--- config.mk ---
export PLATFORM = sky130hd
export DESIGN_NAME = mem_stage
export DESIGN_NICKNAME = d
export VERILOG_FILES = /design/src/rtl/mem_stage_pkg.sv /design/src/rtl/mem_stage_llsc_link.sv /design/src/rtl/mem_stage.sv
export SDC_FILE = /design/constraint.sdc
export NUM_CORES = 1
export LEC_CHECK = 0
export CAP_MARGIN = 25
export CELL_PAD_IN_SITES_DETAIL_PLACEMENT = 2
export CELL_PAD_IN_SITES_GLOBAL_PLACEMENT = 2
export CORE_ASPECT_RATIO = 0.6
export CORE_MARGIN = 10
export CORE_UTILIZATION = 29
export CTS_BUF_LIST = sky130_fd_sc_hd__clkbuf_8 sky130_fd_sc_hd__clkbuf_16
export DETAILED_ROUTE_END_ITERATION = 8
export PLACE_DENSITY_LB_ADDON = 0.1
export SYNTH_ARGS = -nofsm -noshare
export SYNTH_HDL_FRONTEND = slang
export SYNTH_SLANG_ARGS = --single-unit
--- constraint.sdc ---
create_clock -name CLK -period 2.74 [get_ports CLK]
set_clock_uncertainty 0.1 [all_clocks]
set_input_delay 0.822 -clock CLK [delete_from_list [all_inputs] [get_ports CLK]]
set_output_delay 0.822 -clock CLK [all_outputs]
set_load 0.01 [all_outputs]
--- src/rtl/mem_stage_pkg.sv ---
// mem_stage_pkg: shared types for the memory stage.
//   execute_t   - EX/MEM bundle produced by the execute stage
//   memory_t    - MEM/WB bundle consumed by writeback
//   mem_state_t - memory-stage request FSM states
package mem_stage_pkg;

    localparam int DATA_W = 32;
    localparam int SEL_W  = 5;

    typedef struct packed {
        logic [DATA_W-1:0] alu_out;
        logic [DATA_W-1:0] store_data;
        logic              dREN;
        logic              dWEN;
        logic              is_ll;
        logic              is_sc;
        logic              RegWr;
        logic [SEL_W-1:0]  wsel;
        logic              halt;
        logic [DATA_W-1:0] pc;
    } execute_t;

    typedef struct packed {
        logic [DATA_W-1:0] result;
        logic              RegWr;
        logic [SEL_W-1:0]  wsel;
        logic              halt;
        logic [DATA_W-1:0] pc;
    } memory_t;

    typedef enum logic [1:0] {
        IDLE   = 2'd0,
        REQ    = 2'd1,
        HALTED = 2'd2
    } mem_state_t;

endpackage

--- src/rtl/mem_stage_llsc_link.sv ---
// llsc_link: LL/SC link register and SC address check.
//   CLK, nRST    - clock, async active-low reset
//   i_addr       - effective address of the latched instruction
//   i_ll_set     - LL completing: arm the link at i_addr
//   i_sc_done    - SC completing (pass or fail): drop the link
//   i_st_done    - store completing: drop the link if it hits link_addr
//   o_link_ok    - link valid and link_addr == i_addr
module llsc_link #(
    parameter int WORD_W = 32
) (
    input  logic              CLK,
    input  logic              nRST,
    input  logic [WORD_W-1:0] i_addr,
    input  logic              i_ll_set,
    input  logic              i_sc_done,
    input  logic              i_st_done,
    output logic              o_link_ok
);
    logic              r_link_valid;
    logic [WORD_W-1:0] r_link_addr;
    logic              w_addr_hit;

    assign w_addr_hit = (r_link_addr == i_addr);
    assign o_link_ok  = r_link_valid & w_addr_hit;

    always_ff @(posedge CLK or negedge nRST) begin
        if (!nRST) begin
            r_link_valid <= 1'b0;
            r_link_addr  <= '0;
        end else if (i_ll_set) begin
            r_link_valid <= 1'b1;
            r_link_addr  <= i_addr;
        end else if (i_sc_done || (i_st_done && w_addr_hit)) begin
            r_link_valid <= 1'b0;
        end
    end
endmodule

--- src/rtl/mem_stage.sv ---
// mem_stage: memory stage of the 5-stage pipeline.
//   CLK, nRST           - clock, async active-low reset
//   execute_p           - EX/MEM input bundle from execute
//   ihit, stall, flush  - advance qualifier, EX/MEM freeze, bubble insert
//   dhit, dmemload      - dcache completion and read data
//   dmemREN/WEN/addr/store - dcache request, held from REQ entry until dhit
//   mem_busy            - memory instruction outstanding; upstream must stall
//   memory_p            - MEM/WB latch
//   halt                - sticky halt, cleared only by reset
// WORD_W / REGSEL_W must match the package struct widths.
module mem_stage
    import mem_stage_pkg::*;
#(
    parameter int WORD_W   = DATA_W,
    parameter int REGSEL_W = SEL_W,
    parameter bit LLSC_EN  = 1'b1
) (
    input  logic              CLK,
    input  logic              nRST,
    input  execute_t          execute_p,
    input  logic              ihit,
    input  logic              stall,
    input  logic              flush,
    input  logic              dhit,
    input  logic [WORD_W-1:0] dmemload,
    output logic              dmemREN,
    output logic              dmemWEN,
    output logic [WORD_W-1:0] dmemaddr,
    output logic [WORD_W-1:0] dmemstore,
    output logic              mem_busy,
    output memory_t           memory_p,
    output logic              halt
);
    mem_state_t          r_state;
    execute_t            r_exmem;
    memory_t             r_memwb;
    logic                r_halt;

    logic                w_link_ok;
    logic                w_ren;
    logic                w_wen;
    logic                w_sc_fail;
    logic                w_memop;
    logic                w_req;
    logic                w_adv;
    logic                w_done;
    logic [REGSEL_W-1:0] w_wsel;
    memory_t             w_wb;

    // dWEN wins over an illegal dREN+dWEN pair.
    assign w_wen     = r_exmem.dWEN;
    assign w_ren     = r_exmem.dREN & ~r_exmem.dWEN;
    assign w_sc_fail = r_exmem.is_sc & ~w_link_ok;
    assign w_memop   = (w_ren | w_wen) & ~w_sc_fail;
    assign w_req     = (r_state == REQ);
    assign w_done    = w_req & dhit;

    // An IDLE cycle holding a memory op is already busy so the latch is not
    // overwritten before the request is issued.
    assign mem_busy  = w_req | ((r_state == IDLE) & w_memop);
    assign w_adv     = ihit & ~stall & ~mem_busy & ~r_halt & (r_state == IDLE);

    assign dmemREN   = w_req & w_ren;
    assign dmemWEN   = w_req & w_wen;
    assign dmemaddr  = w_req ? r_exmem.alu_out    : '0;
    assign dmemstore = w_req ? r_exmem.store_data : '0;
    assign memory_p  = r_memwb;
    assign halt      = r_halt;
    assign w_wsel    = r_exmem.wsel;

    // An SC reaching MEM/WB from REQ passed the link check; from IDLE it failed.
    always_comb begin
        w_wb       = '0;
        w_wb.RegWr = r_exmem.RegWr;
        w_wb.wsel  = w_wsel;
        w_wb.halt  = r_exmem.halt;
        w_wb.pc    = r_exmem.pc;
        if (r_exmem.is_sc)
            w_wb.result = {{(DATA_W-1){1'b0}}, w_req};
        else if (w_ren)
            w_wb.result = dmemload;
        else
            w_wb.result = r_exmem.alu_out;
    end

    generate
        if (LLSC_EN) begin : g_llsc
            llsc_link #(.WORD_W(WORD_W)) u_llsc (
                .CLK       (CLK),
                .nRST      (nRST),
                .i_addr    (r_exmem.alu_out),
                .i_ll_set  (w_done & w_ren & r_exmem.is_ll),
                .i_sc_done ((w_done | w_adv) & r_exmem.is_sc),
                .i_st_done (w_done & w_wen),
                .o_link_ok (w_link_ok)
            );
        end else begin : g_no_llsc
            assign w_link_ok = 1'b1;
        end
    endgenerate

    // MEM/WB defaults to a bubble so every instruction commits exactly once.
    // A completed memory op leaves a bubble in EX/MEM for the same reason.
    always_ff @(posedge CLK or negedge nRST) begin
        if (!nRST) begin
            r_state <= IDLE;
            r_exmem <= '0;
            r_memwb <= '0;
            r_halt  <= 1'b0;
        end else begin
            r_memwb <= '0;
            unique case (r_state)
                IDLE: begin
                    if (w_memop) begin
                        r_state <= REQ;
                    end else if (w_adv) begin
                        r_memwb <= w_wb;
                        r_exmem <= flush ? '0 : execute_p;
                        if (r_exmem.halt)
                            r_state <= HALTED;
                    end
                end
                REQ: begin
                    if (dhit) begin
                        r_memwb <= w_wb;
                        r_exmem <= '0;
                        r_state <= r_exmem.halt ? HALTED : IDLE;
                    end
                end
                HALTED: r_halt <= 1'b1;
                default: r_state <= IDLE;
            endcase
        end
    end

    a_rw_exclusive: assert property (@(posedge CLK) disable iff (!nRST)
        !(r_exmem.dREN && r_exmem.dWEN));

endmodule

==> flow_summary.json <==
{
  "status": "finished with violations",
  "violations": "setup timing",
  "avgSynthCellArea_sq_um": 10.85,
  "dieWidth_um": 255.2,
  "cp_data_arrival_time_ps": 2210,
  "postCtsHoldBufs": 0,
  "fin_cells": 1700,
  "antenna_found_initial": 4,
  "first_iter_violations": 383,
  "fin_crit_ps": 3132,
  "layout_setup_ws_ps": -392.1,
  "final_common_cell": "clkdlybuf4s50_1",
  "coreArea_sq_mm": 0.03254,
  "cp.required_ps": 1820,
  "rsz0062_at_grt": "true",
  "cp-start-kind": "flip-flop",
  "slew_violations": 0,
  "ir_drop_mv": 0.4875,
  "synth.yosys.seq_area_share_pct": 55.65,
  "die_height_um": 161.1,
  "hold_class": "primary input to asynchronous set/reset pin",
  "slew_headroom_pct": 62.57,
  "worstMarginPinSlew_ps": 561.5,
  "netSwitchingFraction_pct": 36.97,
  "overflow": 0,
  "cellInternalPower_uw": 10660,
  "reg2reg_depth": 15,
  "final_cell_mix": "clkdlybuf4s50_1, dfrtp_1, nand2_1",
  "boundaryPins": 284,
  "yosys_register_bits": 214,
  "routed_wl_um": 36350,
  "drive_gt1_share_pct": 24.39,
  "area_growth_pct": 53.46,
  "post_drt_wl_per_cell_um": 21.38,
  "vias": 7574,
  "syn_inst": 887,
  "crit_fanout": 2,
  "grt.total_usage_pct": 17.42,
  "critPathCaptureType": "output pin",
  "nNetsFinal": 1403,
  "grt_pass1_wl_um": 55020,
  "leakagePower_uw": 0.006678,
  "grt_pass1_vias": 8507,
  "rows": 51,
  "power_density_mw_per_mm2": 1145,
  "htree_num_levels": 1,
  "synth_cell_types": 33,
  "clkLatencyLatePin_ps": 530,
  "clk_path_buf_depth": 3,
  "grt_max_degree": 60,
  "gp_congestion": 0.7618,
  "cts_buffers": 24,
  "port_buffers": 283,
  "hpwl_um": 25800,
  "drv_cap": 0,
  "fp.dieArea_sq_mm": 0.04111,
  "drc_errors": 0,
  "clkPwrFrac_pct": 19.1,
  "n_fill_cell": 3376,
  "pwr-share-comb_pct": 50.8,
  "via_per_inst": 4.455,
  "path_clk_slew_ps": 70,
  "finalCritPeriodShare_pct": 114.3,
  "placed_cells": 1627,
  "tritoncts": "yes",
  "synthesis.nets": 1032,
  "cts-root-buf": "clkbuf_16",
  "place_area_sq_mm": 0.01344,
  "startpoint": "r_exmem[106]",
  "clock.fmax_ghz": 0.3193,
  "r2r-start": "r_exmem[106]",
  "final_area_sq_mm": 0.01477,
  "initial_core_util_pct": 29.57,
  "dr.pass1.iters": 4,
  "switching_power_uw": 6252,
  "hold_violations": 0,
  "syn_area_sq_mm": 0.009623,
  "cts.sinks": 214,
  "pwr-share-seq_pct": 30.1,
  "ant_nets": 0,
  "setup_viol": 27,
  "synth_warnings": 0,
  "critPathKind": "flip-flop to output pin"
}
==> worst max-delay path, cell delays in order, from the launching register on <==
cell and delay, ps:
dfrtp_1 410, xnor2_1 180, nand4_1 250, nor4_4 390, a31oi_2 160, nor3_2 130, buf_4 160
==> through the flow <==
step | utilization, % | worst slack (ps) | hold slack, ps | TNS, ps | power (uW)
floorplan | - | 211.1 | 353.5 | 0 | 8883
finish | 45.38 | -392.1 | 134.8 | -997.9 | 16910
global placement | 41.30 | -425.0 | 360.4 | -37480 | 12250
global route | 45.38 | -593.1 | 154.9 | -4422 | 18190
CTS | 44.13 | -404.7 | 150.4 | -1434 | 16430
detailed placement | 41.30 | -515.7 | 369.3 | -41230 | 12530
==> cell type report <==
type | count | area (sq um) | share of cell area, %
clock buffer | 30 | 694.4 | 4.702
inverter | 107 | 401.6 | 2.720
sequential | 214 | 5355 | 36.26
antenna | 1 | 2.502 | 0.01694
multi-input combinational | 519 | 3705 | 25.09
tap | 424 | 530.5 | 3.592
clock inverter | 13 | 83.83 | 0.5677
timing repair buffer | 392 | 3995 | 27.05
==> sequential cells by signal, indices dropped and copies added (netlist names) <==
register,flops
r_exmem,101
memory_p,71
g_llsc.u_llsc.r_link_addr,32
w_wsel,5
r_state,2
g_llsc.u_llsc.r_link_valid,1
halt,1
w_wen,1
==> layer usage <==
layer / routed length [um] / vias up / global-route usage, %
met5: 41 / - / 0
met2: 17340 / 144 / 27.89
li1: - / 3522 / -
met1: 16760 / 3864 / 23.78
met3: 1739 / 38 / 4.087
met4: 464 / 6 / 2.937
==> cells in the mapped netlist, drive strengths merged <==
| cell type | n | share of area, % |
|---|---|---|
| nor2 | 6 | 0.23 |
| mux2i | 107 | 11 |
| buf | 19 | 3.0 |
| nor4b | 2 | 0.18 |
| and4 | 1 | 0.091 |
| xnor2 | 32 | 2.9 |
| inv | 107 | 4.2 |
| a21bo | 1 | 0.10 |
| o21ai | 1 | 0.091 |
| nor2b | 2 | 0.13 |
| a31oi | 1 | 0.065 |
| or4b | 1 | 0.14 |
| a21oi | 32 | 1.8 |
| and3 | 1 | 0.065 |
| nor4 | 3 | 0.42 |
| o22ai | 1 | 0.065 |
| nand2b | 3 | 0.20 |
| nor3 | 3 | 0.16 |
| a41oi | 1 | 0.29 |
| clkbuf | 28 | 1.1 |
| nand4 | 8 | 0.52 |
| nand3 | 2 | 0.10 |
| mux2 | 32 | 3.7 |
| and2 | 105 | 6.8 |
| nand2 | 173 | 6.7 |
| a311oi | 1 | 0.091 |
| dfrtp | 214 | 56 |
==> power groups by stage <==
| stage | clock, uW | sequential (uW) | combinational, uW |
|---|---|---|---|
| floorplan | 0 | 5090 | 3790 |
| global placement | 0 | 5020 | 7230 |
| detailed placement | 0 | 5120 | 7410 |
| CTS | 3350 | 5080 | 8010 |
| global route | 3510 | 5270 | 9400 |
| finish | 3230 | 5090 | 8590 |
==> final timing paths <==
kind	endpoint	slack [ps]
worst max register to register	r_state[0]	-230
worst max-delay path	mem_busy	-390
min in group CLK	memory_p[38]	380
worst min-delay path	memory_p[47]	130
max in group asynchronous	g_llsc.u_llsc.r_link_addr[12]	1590
worst min register to register	memory_p[38]	380
==> what timing repair did <==
action,4_1_cts,5_1_grt
setup endpoints to repair,67,67
gates cloned,4,2
pin swaps,9,38
resized for setup,276,141
setup buffers,24,5
==> logic make-up after synthesis <==
kind of cell | share of synthesized area (%)
simple gates | 15.81
compound gates | 2.484
xor+xnor | 2.913
buf+inv | 8.269
flops | 55.65
mux | 14.87
No activity file was read; power rests on OpenSTA's default activity.
